[src/rtl/text_label_sequencer.sv]
// rtl/text_label_sequencer.sv - frame-synchronous position/enable/blink sequencer and overlay merge for up to four text labels
// Optional blink support is built when TEXT_LABEL_BLINK_EN is defined.
module text_label_sequencer #(
    parameter int NUM_LABELS   = 4,
    parameter int BLINK_FRAMES = 30,
    parameter int H_RES        = 640,
    parameter int V_RES        = 480,
    parameter int LABEL_W      = 64,
    parameter int LABEL_H      = 16
) (
    input  logic                     clk,
    input  logic                     reset_n,
    input  logic                     frame_tick,
    input  logic                     cfg_valid,
    output logic                     cfg_ready,
    input  logic [1:0]               cfg_idx,
    input  logic [9:0]               cfg_x,
    input  logic [9:0]               cfg_y,
    input  logic                     cfg_en,
    input  logic                     cfg_blink,
    input  logic [NUM_LABELS-1:0]    label_hit,
    output logic [10*NUM_LABELS-1:0] top_left_x,
    output logic [10*NUM_LABELS-1:0] top_left_y,
    output logic                     pix_on,
    output logic [1:0]               pix_sel
);

    localparam logic [9:0] X_MAX = 10'(H_RES - LABEL_W);
    localparam logic [9:0] Y_MAX = 10'(V_RES - LABEL_H);

    typedef enum logic {
        IDLE,
        PENDING
    } state_t;

    state_t state;
    state_t state_nxt;
    logic   accept;
    logic   commit;

    // Shadow slot holding one accepted, not-yet-committed request
    logic [1:0] sh_idx;
    logic [9:0] sh_x;
    logic [9:0] sh_y;
    logic       sh_en;

    // Live per-label registers seen by the renderers
    logic [9:0]            x_q [NUM_LABELS];
    logic [9:0]            y_q [NUM_LABELS];
    logic [NUM_LABELS-1:0] en_q;
    logic [NUM_LABELS-1:0] visible;
    logic [NUM_LABELS-1:0] eligible;
    logic [1:0]            win_sel;

    // FSM state register
    always_ff @(posedge clk or negedge reset_n) begin
        if (!reset_n) state <= IDLE;
        else          state <= state_nxt;
    end

    // FSM next state, handshake and commit strobe
    always_comb begin
        state_nxt = state;
        cfg_ready = 1'b0;
        accept    = 1'b0;
        commit    = 1'b0;
        case (state)
            IDLE: begin
                cfg_ready = 1'b1;
                if (cfg_valid) begin
                    accept    = 1'b1;
                    state_nxt = PENDING;
                end
            end
            PENDING: begin
                if (frame_tick) begin
                    commit    = 1'b1;
                    state_nxt = IDLE;
                end
            end
            default: state_nxt = IDLE;
        endcase
    end

    // Capture request into the shadow slot, clamping so the label stays on screen
    always_ff @(posedge clk or negedge reset_n) begin
        if (!reset_n) begin
            sh_idx <= '0;
            sh_x   <= '0;
            sh_y   <= '0;
            sh_en  <= 1'b0;
        end else if (accept) begin
            sh_idx <= cfg_idx;
            sh_x   <= (cfg_x > X_MAX) ? X_MAX : cfg_x;
            sh_y   <= (cfg_y > Y_MAX) ? Y_MAX : cfg_y;
            sh_en  <= cfg_en;
        end
    end

    // Commit shadow slot into the addressed label; out-of-range indices match nothing
    always_ff @(posedge clk or negedge reset_n) begin
        if (!reset_n) begin
            for (int i = 0; i < NUM_LABELS; i++) begin
                x_q[i] <= '0;
                y_q[i] <= '0;
            end
            en_q <= '0;
        end else if (commit) begin
            for (int i = 0; i < NUM_LABELS; i++) begin
                if (int'(sh_idx) == i) begin
                    x_q[i]  <= sh_x;
                    y_q[i]  <= sh_y;
                    en_q[i] <= sh_en;
                end
            end
        end
    end

`ifdef TEXT_LABEL_BLINK_EN
    logic                  sh_blink;
    logic [7:0]            blink_cnt;
    logic                  blink_phase;
    logic [NUM_LABELS-1:0] blink_q;

    // Shadow copy of the blink request
    always_ff @(posedge clk or negedge reset_n) begin
        if (!reset_n)    sh_blink <= 1'b0;
        else if (accept) sh_blink <= cfg_blink;
    end

    // Per-label blink flags, committed together with position and enable
    always_ff @(posedge clk or negedge reset_n) begin
        if (!reset_n) begin
            blink_q <= '0;
        end else if (commit) begin
            for (int i = 0; i < NUM_LABELS; i++) begin
                if (int'(sh_idx) == i) blink_q[i] <= sh_blink;
            end
        end
    end

    // Frame counter; phase flips every BLINK_FRAMES frames
    always_ff @(posedge clk or negedge reset_n) begin
        if (!reset_n) begin
            blink_cnt   <= '0;
            blink_phase <= 1'b0;
        end else if (frame_tick) begin
            if (blink_cnt == 8'(BLINK_FRAMES - 1)) begin
                blink_cnt   <= '0;
                blink_phase <= ~blink_phase;
            end else begin
                blink_cnt <= blink_cnt + 8'd1;
            end
        end
    end

    // Blinking labels are hidden during the odd phase
    always_comb begin
        visible = ~(blink_q & {NUM_LABELS{blink_phase}});
    end
`else
    logic unused_blink;
    assign unused_blink = cfg_blink;

    // Without blink support every enabled label is always visible
    always_comb begin
        visible = '1;
    end
`endif

    // Pack live positions onto the renderer buses
    always_comb begin
        top_left_x = '0;
        top_left_y = '0;
        for (int i = 0; i < NUM_LABELS; i++) begin
            top_left_x[10*i +: 10] = x_q[i];
            top_left_y[10*i +: 10] = y_q[i];
        end
    end

    // Lowest eligible label index wins the pixel
    always_comb begin
        eligible = label_hit & en_q & visible;
        win_sel  = '0;
        for (int i = NUM_LABELS - 1; i >= 0; i--) begin
            if (eligible[i]) win_sel = 2'(i);
        end
    end

    // Registered merged overlay output
    always_ff @(posedge clk or negedge reset_n) begin
        if (!reset_n) begin
            pix_on  <= 1'b0;
            pix_sel <= '0;
        end else begin
            pix_on  <= |eligible;
            pix_sel <= win_sel;
        end
    end

endmodule
[config.mk]
export PLATFORM = sky130hd
export DESIGN_NAME = text_label_sequencer
export DESIGN_NICKNAME = d
export VERILOG_FILES = /design/src/rtl/text_label_sequencer.sv
export SDC_FILE = /design/constraint.sdc
export NUM_CORES = 1
export LEC_CHECK = 0
export ABC_CLOCK_PERIOD_IN_PS = 1200
export BUFFER_PORTS_ARGS = -buffer_cell sky130_fd_sc_hd__clkbuf_2
export CAP_MARGIN = 25
export CORE_ASPECT_RATIO = 1.25
export CORE_MARGIN = 2
export CORE_UTILIZATION = 47
export DETAILED_ROUTE_END_ITERATION = 8
export PLACE_DENSITY = 0.78
export SLEW_MARGIN = 5
export SYNTH_ARGS = -nofsm -noshare
export SYNTH_HDL_FRONTEND = slang
export SYNTH_SLANG_ARGS = --single-unit
[constraint.sdc]
create_clock -name clk -period 1.2 [get_ports clk]
set_input_delay 0.12 -clock clk [delete_from_list [all_inputs] [get_ports clk]]
set_output_delay 0.12 -clock clk [all_outputs]
set_load 0.005 [all_outputs]
# [Word-level counts from Yosys, hierarchy flattened]
# Index checks and enable logic that the tools add are counted.
[word_totals] regBits=111 latchBits=0 mem_bits_rw=0 romBits=0 inputBits=32 output_inout_bits=84 elab_cells=45 mem_count=0
[classes] addsub=0 multipliers=0 div_mod_pow=0 order_cmp=2 n_eq_ne=3 shift=0 muxes=13 bitwise=2 n_reduce_logical=6
[ops] operator="2-to-1 mux 10 bit" count=2
[ops] operator="> comparator 10 bit, second input constant" count=1
[ops] operator="> comparator 10 x 9 -> 1 bit, second input constant" count=1
[ops] operator="2-to-1 mux 2 bit" count=4
[ops] operator="AND reduction 2 bit" count=4
[ops] operator="2-to-1 mux 1 bit" count=6
[ops] operator="bitwise AND 4 bit" count=1
[ops] operator="== test 2 bit, second input constant" count=2
[ops] operator="OR reduction 4 bit" count=1
[ops] operator="== test 2 x 1 -> 1 bit, second input constant" count=1
[ops] operator="zero test 2 bit" count=1
[ops] operator="one-hot mux 1 bit (2 select lines)" count=1
[ops] operator="inverter 1 bit" count=1

# [Depth between registers and ports, before layout]
# Gate-level depths: netlist of run 1.
[depth] word_depth=5 ltp_mapped=5 mapped_depth_nobuf=3

# [Worst setup path after synthesis of run 1]
# Ideal clock, no wire load.
[synth_path] path_kind="reg-to-reg" start="register state" end="register en_q[0]" t_arrival_ns=1.181 required_ns=1.075 path_slack_ns=-0.106 stages_incl_launch_ff=5 n_path_buf=1 synth_period_minus_slack_ns=1.306 path_cell_list="dfrtp_1 nand2_1 nor3_2 buf_6 mux2_2"
[synth_between] elab_chain_cells=2
[synth_lines] item="start, declared" line_no="36" rtl="state_t state;"
[synth_lines] item="start signal, assigned" line_no="58" rtl="else state <= state_nxt;"
[synth_lines] item="2-to-1 mux 1 bit" line_no="67" rtl="case (state)"
[synth_lines] item="AND reduction 2 bit (no source line)"
[synth_lines] item="end signal, assigned by index" line_no="113" rtl="en_q[i] <= sh_en;"
[synth_lines] item="end, declared" line_no="50" rtl="logic [NUM_LABELS-1:0] en_q;"
# No other way between the ends.
# A chain may end at the register's enable or synchronous reset.

# [Final worst setup path of run 1]
[layout_path] start="register sh_idx[1]" end="register y_q, in the netlist top_left_y[18]"
[layout_between] elab_chain_cells=2
[layout_lines] item="start, declared" line_no="42" rtl="logic [1:0] sh_idx;"
[layout_lines] item="start signal, assigned" line_no="93" rtl="sh_idx <= cfg_idx;"
[layout_lines] item="== test 2 bit" line_no="110" rtl="if (int'(sh_idx) == i) begin"
[layout_lines] item="AND reduction 2 bit (no source line)"
[layout_lines] item="end signal, assigned by index" line_no="112" rtl="y_q[i] <= sh_y;"
[layout_lines] item="end, declared" line_no="49" rtl="logic [9:0] y_q [NUM_LABELS];"
# No other way between the ends.

==> results of run 1 <==
layer usage:
metal,global-route usage,share of wire
met1,0.250,0.41
met2,0.333,0.52
met3,0.0439,0.055
met4,0.0823,0.016
met5,0,0
path summary, 6_finish.rpt:
path / from / endpoint / slack [ns] / cells past startpoint
setup / recovery: sh_idx[1] / top_left_y[18] / -0.15 / 4
hold reg to reg: en_q[0] / pix_sel[0] / 0.50 / 1
min in group asynchronous: reset_n / top_left_y[11] / 0.20 / 2
max in group asynchronous: reset_n / sh_y[8] / 0.45 / 3
hold / removal: label_hit[1] / pix_on / 0.02 / 3
setup reg to reg: sh_idx[1] / top_left_y[18] / -0.15 / 4
state kept, by name, indices dropped and copies added (netlist names), 2 cells and up:
register	count
en_q	4
pix_sel	2
sh_idx	2
sh_x	10
sh_y	10
top_left_x	40
top_left_y	40
cells in the mapped netlist:
cell         n
buf_6        2
buf_2       12
nor4b_1      1
and2_0       1
o31a_1       1
a311oi_1     1
nand4b_1     2
nand2_1     31
o21ai_0      9
a22oi_1      2
nor2_1       8
nor3_2       1
dfrtp_1    111
nor3_1       4
a22o_1       5
and2_1       1
a21oi_1      2
inv_1        2
o31ai_1      1
nand2b_1     3
o2111ai_1    1
mux2_2      84
nand4_1      1
a32oi_1      1
nor2b_1      2
final cells by class:
| type | instances | area, sq um | area share |
|---|---|---|---|
| Clock buffer | 11 | 141 | 0.0249 |
| Clock inverter | 5 | 57.6 | 0.0101 |
| Inverter | 2 | 7.51 | 0.00132 |
| Multi-Input combinational cell | 162 | 1500 | 0.265 |
| Sequential cell | 111 | 2780 | 0.490 |
| Tap cell | 120 | 150 | 0.0264 |
| Timing Repair Buffer | 157 | 1040 | 0.183 |
placed cells by master (no fill, tap or decap), types with 2 or more instances in the layout:
master           n
a21oi_1          2
dlygate4sd3_1   21
dfrtp_1        108
o21ai_1          4
nand2b_1         2
mux2_2          66
buf_8            2
buf_12           3
dfrtp_2          3
a22oi_1          2
buf_4            6
buf_6           11
nor3_1           3
nand4b_1         2
clkbuf_2       113
clkinv_2         2
a22o_1           5
mux2_4          18
clkinv_4         2
clkbuf_8        10
nor2_1           8
nand2_2          4
nand2_1         27
o21ai_0          4
cell families after synthesis:
group                  share of synthesized area
DFF                                        0.658
muxes                                      0.224
and+or+nand+nor                           0.0599
AOI/OAI and AO/OA                         0.0370
buffers and inverters                     0.0213
critical path: stages (launching register included):
cell and delay [ns]:
dfrtp_2 0.45, nand4b_1 0.21, buf_6 0.17, buf_8 0.14, mux2_2 0.27
through the flow:
step           cells  TNS, ns  total power (uW)  area [sq um]
4_1_cts          563    -9.51             11900          5530
5_1_grt          568   -13.42             12700          5680
6_report         568    -9.17             11900          5680
2_1_floorplan    289    -3.04              7600          4270
3_5_place_dp     526   -10.27              9500          5040
3_3_place_gp     526    -6.95              9300          5040
where the power goes:
| group | internal, uW | total (uW) | leakage, uW | switching, uW |
|---|---|---|---|---|
| clock network | 1020 | 2210 | 0.000103 | 1180 |
| logic | 2250 | 3600 | 0.00140 | 1350 |
| registers | 5190 | 6130 | 0.00139 | 940 |
| total | 8460 | 11900 | 0.00289 | 3470 |
what timing repair did:
| item | CTS | global route |
|---|---|---|
| pin swaps | 0 | 6 |
| hold buffers | 21 | 0 |
| resized for setup | 23 | 39 |
| buffers inserted | 0 | 2 |
| endpoints found under the hold margin | 132 | 0 |
| cloned | 0 | 3 |
| endpoints found under the setup margin | 101 | 95 |
==> run metrics, run 1 <==
Worst Path Arrival=1.60 ns; clk root buf=clkbuf_8; row cnt=38; P_leak=around 0.0029 uW; hold_ws=0.0211 ns; DRT iter0 DRCs=108; Peak VDD IR=around 1.2 mV; routed vias/inst=5.08; startpoint types=flop; share of cells above drive strength 1=0.565; overall global routing resource usage=0.199; placer congestion estimate=0.832; run status=complete, but fails checks; setup ws final=-0.146 ns; Core Util, Final=0.653; Synth Instances=289; Slew headroom=0.788; dpl ws=-0.165 ns; IO Count=116; drt first pass iters=4; total CTS buffers=9; leading area contributor after synthesis=dfrtp_1; clock sinks=roughly 110; Syn Area/Cell=14.6 sq um; Port Buf Inserts=114; syn_nets=321; Slew Limit Fails=0; Tightest Pin Transition=0.319 ns; Bufs on Longest Clock Path=2; post-synthesis sequential area ratio=0.658; minimum clock period=1.35 ns; synth warn=0; Post-Route WL=between 9 and 10 mm; Inserted Diodes=0; power per cell area=2100 nW/um^2; critical path class=flop to flop; initial antenna violation count=0; Worst Skew=0.00931 ns; Post-DRT Antenna Nets=0; # nets final=about 480; Syn Std Cell Area=roughly 4200 sq um; Initial Util=0.485; die area=9760 sq um; CP Capture Type=flop; Area Overhead vs Synth=34.5%; Detailed Place HPWL=6.49 mm; Die W=88.8 um; Reg clk slew, reported paths=0.10 ns; CTS H-Tree Depth=3; DRC=0; Max Fclk=about 740 MHz; Critical Path RT=1.45 ns; Die H=110 um; pin count of the biggest net entering global routing=48; worst min-delay path class=input pin to flop; most area-consuming cells after synthesis=dfrtp_1, mux2_2, nand2_1, buf_2, o21ai_0; Routed WL per cell=about 17 um; CTS tree=yes; Yosys top cell area share=0.658; first-pass GRT wire length=~15 mm; Skew-Pair Late Insertion Delay=0.36 ns; final setup fails=93; DR vias=2884; failing checks=negative setup slack; total gr overflow=0; max-cap violation count=0; core footprint=8700 sq um; Fillers=about 660; Synth cell types=25; period utilization=1.12; CP max FO=7; vias in the first global route=2965; Final Hold Fails=0; unrepaired setup endpoints after global routing=true; synthesized flop and latch total=111
Power figures use the tool's default switching activity.
==> run 2, diff against run 1 <==
==> constraint.sdc (replaced) <==
create_clock -name clk -period 1.2 [get_ports clk]
set_input_delay 0.18 -clock clk [delete_from_list [all_inputs] [get_ports clk]]
set_output_delay 0.18 -clock clk [all_outputs]
set_load 0.005 [all_outputs]
==> run metrics, run 2 (synthesis results as in run 1) <==
run status=complete, but fails checks; failing checks=negative setup slack; Reg clk slew, reported paths=0.10 ns; Peak VDD IR=1.53 mV; worst reg-to-reg setup slack=-0.19 ns; vias in the first global route=2896; Inserted Diodes=0; total CTS buffers=9; P_leak=0.00293 uW; routed vias/inst=slightly above 5; Slew headroom=0.642; max-cap violation count=0; core footprint=8700 sq um; Worst Path Arrival=~1.7 ns; Reg area=2780 sq um; CTS tree=yes; Worst path max stage delay=0.46 ns; Area Overhead vs Synth=34.8%; Skew-Pair Late Insertion Delay=0.37 ns; total power draw=12500 uW; Post-DRT Antenna Nets=0; Max Fclk=718 MHz; initial antenna violation count=0; Worst Skew=0.0108 ns; final instance area=roughly 5700 sq um; # nets final=464; overall global routing resource usage=0.196; Initial Util=0.485; DR vias=2820; die area=between 9000 and 10000 sq um; most frequent cells in the layout=clkbuf_2, dfrtp_1, mux2_2; Port Buf Inserts=between 100 and 150; critical path class=flop to flop; Routed WL per cell=17.5 um; first-pass GRT wire length=between 10 and 15 mm; final setup fails=93; CP Capture Type=flop; period utilization=1.16; Fillers=670; Post-Route WL=9.73 mm; DRC=0; crit path cell chain=nor3_4 -> buf_4 -> mux2_2; pin count of the biggest net entering global routing=47; startpoint types=flop; CP max FO=7; CTS H-Tree Depth=3; Tightest Pin Transition=around 0.53 ns; total gr overflow=0; setup ws final=-0.192 ns; CP max stage cell=dfrtp_2; placed inst area=approximately 5000 sq um; Bufs on Longest Clock Path=2; clock sinks=between 100 and 150; row cnt=38; most common cell after layout, fill and taps aside=clkbuf_2; minimum clock period=around 1.4 ns; multi-input logic area=1540 sq um; placer congestion estimate=between 0.8 and 0.9; Final TNS setup=-11.04 ns; power per cell area=roughly 2200 nW/um^2; Critical Path RT=1.46 ns; Final Hold Fails=0; drt first pass iters=4; IO Count=116; clk root buf=clkbuf_8; worst min-delay path class=input pin to flop; share of cells above drive strength 1=0.590; Slew Limit Fails=0; unrepaired setup endpoints after global routing=true; Die W=between 80 and 90 um; Detailed Place HPWL=6.42 mm; DRT iter0 DRCs=101; Die H=around 110 um
run 2: changes by cell type in the layout (fill, tap and decap cells not counted), moves of 3 or more:
cell,before,now
buf_8,2,6
dlygate4sd3_1,21,4
buf_4,6,10
mux2_4,18,29
mux2_2,66,55
nand2_2,4,1
run 2: worst max-delay path, delay by kind of cell, from the launching register on:
| kind | cells | cell delay (ns) |
|---|---|---|
| buffers and inverters | 1 | 0.22 |
| DFF | 1 | 0.46 |
| muxes | 1 | 0.34 |
| and+or+nand+nor | 1 | 0.26 |
run 2: where the power goes:
part | internal (uW) | switching (uW) | total, uW
Clock | 1450 | 1240 | 2700
Combinational | 2350 | 1360 | 3710
Sequential | 5190 | 939 | 6130
run 2: metal layers:
metal  up-vias  global-route usage  wire length, um
met3        11              0.0544              587
met2        91               0.317             4890
met5         -                   0                0
li1       1298                   -                -
met4         0              0.0747              138
met1      1420               0.249             4120
run 2: layout make-up:
class / instances / area share
Sequential cell: 111 / 0.488
Multi-Input combinational cell: 162 / 0.271
Timing Repair Buffer: 146 / 0.168
Tap cell: 120 / 0.0264
Clock buffer: 10 / 0.0242
Clock inverter: 6 / 0.0202
Inverter: 2 / 0.00176
run 2: timing repair:
item | in CTS | in global routing
pin swaps | 0 | 8
setup endpoints to repair | 95 | 92
resized for setup | 21 | 63
hold endpoints to repair | 25 | 0
setup buffers | 0 | 6
cloned | 0 | 4
hold buffers | 4 | 0
run 2: metrics by stage:
step,setup WS [ns],std cells,utilization,hold slack (ns)
after floorplan,-0.0665,289,-,-0.116
after global placement,-0.144,527,0.581,0.101
after detailed placement,-0.173,527,0.581,0.105
after CTS,-0.171,547,0.622,0.00639
after global routing,-0.250,557,0.654,0.0173
final,-0.192,557,0.654,0.0283
run 2: path summary, 6_finish.rpt:
| path | cells after the start | endpoint | from |
|---|---|---|---|
| worst max-delay path | 3 | top_left_x[9] | sh_idx[1] |
| worst min-delay path | 3 | sh_x[9] | cfg_x[9] |
| worst max register to register | 3 | top_left_x[9] | sh_idx[1] |
| worst min register to register | 1 | pix_sel[0] | en_q[0] |
| max in group asynchronous | 3 | sh_x[9] | reset_n |
| min in group asynchronous | 2 | top_left_y[16] | reset_n |
==> run 3, diff against run 2 <==
--- a/config.mk
+++ b/config.mk
@@ -7,13 +7,14 @@
 export LEC_CHECK = 0
 export ABC_CLOCK_PERIOD_IN_PS = 1200
 export BUFFER_PORTS_ARGS = -buffer_cell sky130_fd_sc_hd__clkbuf_2
-export CAP_MARGIN = 25
 export CORE_ASPECT_RATIO = 1.25
 export CORE_MARGIN = 2
 export CORE_UTILIZATION = 47
 export DETAILED_ROUTE_END_ITERATION = 8
 export PLACE_DENSITY = 0.78
+export REMOVE_ABC_BUFFERS = 1
 export SLEW_MARGIN = 5
 export SYNTH_ARGS = -nofsm -noshare
 export SYNTH_HDL_FRONTEND = slang
 export SYNTH_SLANG_ARGS = --single-unit
+export TNS_END_PERCENT = 5
==> run metrics, run 3 (synthesis results as in run 1) <==
run status=complete, but fails checks; failing checks=negative setup slack; Die W=88.8 um; Inserted Diodes=0; wire length on met2=4.81 mm; CTS H-Tree Depth=3; met3 routed WL=roughly 600 um; CP max FO=11; dpl ws=-0.205 ns; CP most frequent cell=buf_6; pin count of the biggest net entering global routing=76; CP Buf/Inv Count=2; critical path class=flop to flop; Slew Limit Fails=0; overall global routing resource usage=0.196; worst min-delay path class=input pin to flop; Tightest Pin Transition=0.470 ns; minimum clock period=1.40 ns; unrepaired setup endpoints after global routing=true; total power draw=12200 uW; setup ws final=-0.196 ns; die area=between 9000 and 10000 sq um; clk root buf=clkbuf_8; share of cells above drive strength 1=0.564; power per cell area=2200 nW/um^2; Placed Cells=528; routed vias/inst=5.16; Detailed Place HPWL=6.47 mm; placer congestion estimate=0.782; Finished Layout Cells=551; wl on met1=4.15 mm; final setup fails=93; crit path cell chain=buf_6 -> nand4b_1 -> buf_6 -> mux2_2; Peak VDD IR=1.04 mV; Final Hold Fails=0; DR vias=2844; Routed WL per cell=about 18 um; Slew headroom=0.687; row cnt=38; Initial Util=0.485; period utilization=1.16; IO Count=116; Fillers=690; Reg clk slew, reported paths=0.10 ns; startpoint types=flop; Area Overhead vs Synth=31.1%; core footprint=just under 9000 sq um; Post-Route WL=9.65 mm; P_leak=~0.0028 uW; CTS tree=yes; Bufs on Longest Clock Path=2; CP max stage cell=dfrtp_1; Worst Path Arrival=approximately 1.6 ns; vias in the first global route=2788; final instance area=5540 sq um; Final TNS setup=-13.58 ns; Max Fclk=716 MHz; first-pass GRT wire length=approximately 14 mm; most frequent cells in the layout=clkbuf_2, dfrtp_1, mux2_2; Critical Path RT=1.45 ns; Post-DRT Antenna Nets=0; Worst Skew=0.00945 ns; initial antenna violation count=0; total CTS buffers=9; DRC=0; drt first pass iters=4; most common cell after layout, fill and taps aside=clkbuf_2; max-cap violation count=0; Worst path max stage delay=0.41 ns; clock sinks=111; CP Capture Type=flop; delay-heaviest family, CP=flip-flops; # nets final=459; total gr overflow=0; Skew-Pair Late Insertion Delay=0.36 ns; placed inst area=5050 sq um; Die H=110 um; DRT iter0 DRCs=about 120; Port Buf Inserts=114; top sig layer=met4
[run 3: timing repair]
action	4_1_cts	5_1_grt
pin swaps	1	1
gates cloned	1	1
buffers inserted	3	0
hold buffers	4	0
endpoints found under the hold margin	114	0
gates resized for setup	5	46
setup endpoints to repair	97	108
[run 3: routing by layer]
metal | vias to the layer above | GRT usage
li1 | 1278 | -
met1 | 1453 | 0.270
met2 | 107 | 0.311
met3 | 6 | 0.0432
met4 | 0 | 0.0628
met5 | - | 0
[run 3: per-stage QoR]
step	hold WS, ns	utilization
6_report	0.0189	0.636
2_1_floorplan	-0.116	-
3_3_place_gp	0.232	0.580
3_5_place_dp	0.245	0.580
5_1_grt	0.0379	0.636
4_1_cts	0.000467	0.617
[run 3: area by class of cell]
| class | count | area [sq um] | area share |
|---|---|---|---|
| Multi-Input combinational cell | 162 | 1500 | 0.271 |
| Clock inverter | 2 | 37.5 | 0.00678 |
| Sequential cell | 111 | 2780 | 0.502 |
| Inverter | 2 | 7.51 | 0.00136 |
| Tap cell | 120 | 150 | 0.0271 |
| Clock buffer | 13 | 179 | 0.0323 |
| Timing Repair Buffer | 141 | 882 | 0.159 |
[run 3: final timing paths]
path / from / end / slack, ns / cells past startpoint
max reg2reg: state / top_left_x[16] / -0.20 / 4
max: state / top_left_x[16] / -0.20 / 4
min reg2reg: en_q[0] / pix_sel[0] / 0.48 / 1
min: cfg_idx[1] / sh_idx[1] / 0.02 / 3
max in group asynchronous: reset_n / top_left_x[30] / 0.41 / 3
min in group asynchronous: reset_n / top_left_y[28] / 0.39 / 3
[run 3: tightest hold or removal path, cell delays in order]
cell	delay, ns
clkbuf_2	0.07
nand2_1	0.04
nand2_1	0.05
[run 3: power by group]
group          total, uW  internal [uW]  switching (uW)
sequential          6140           5190             953
clock               2330           1180            1150
combinational       3680           2330            1350
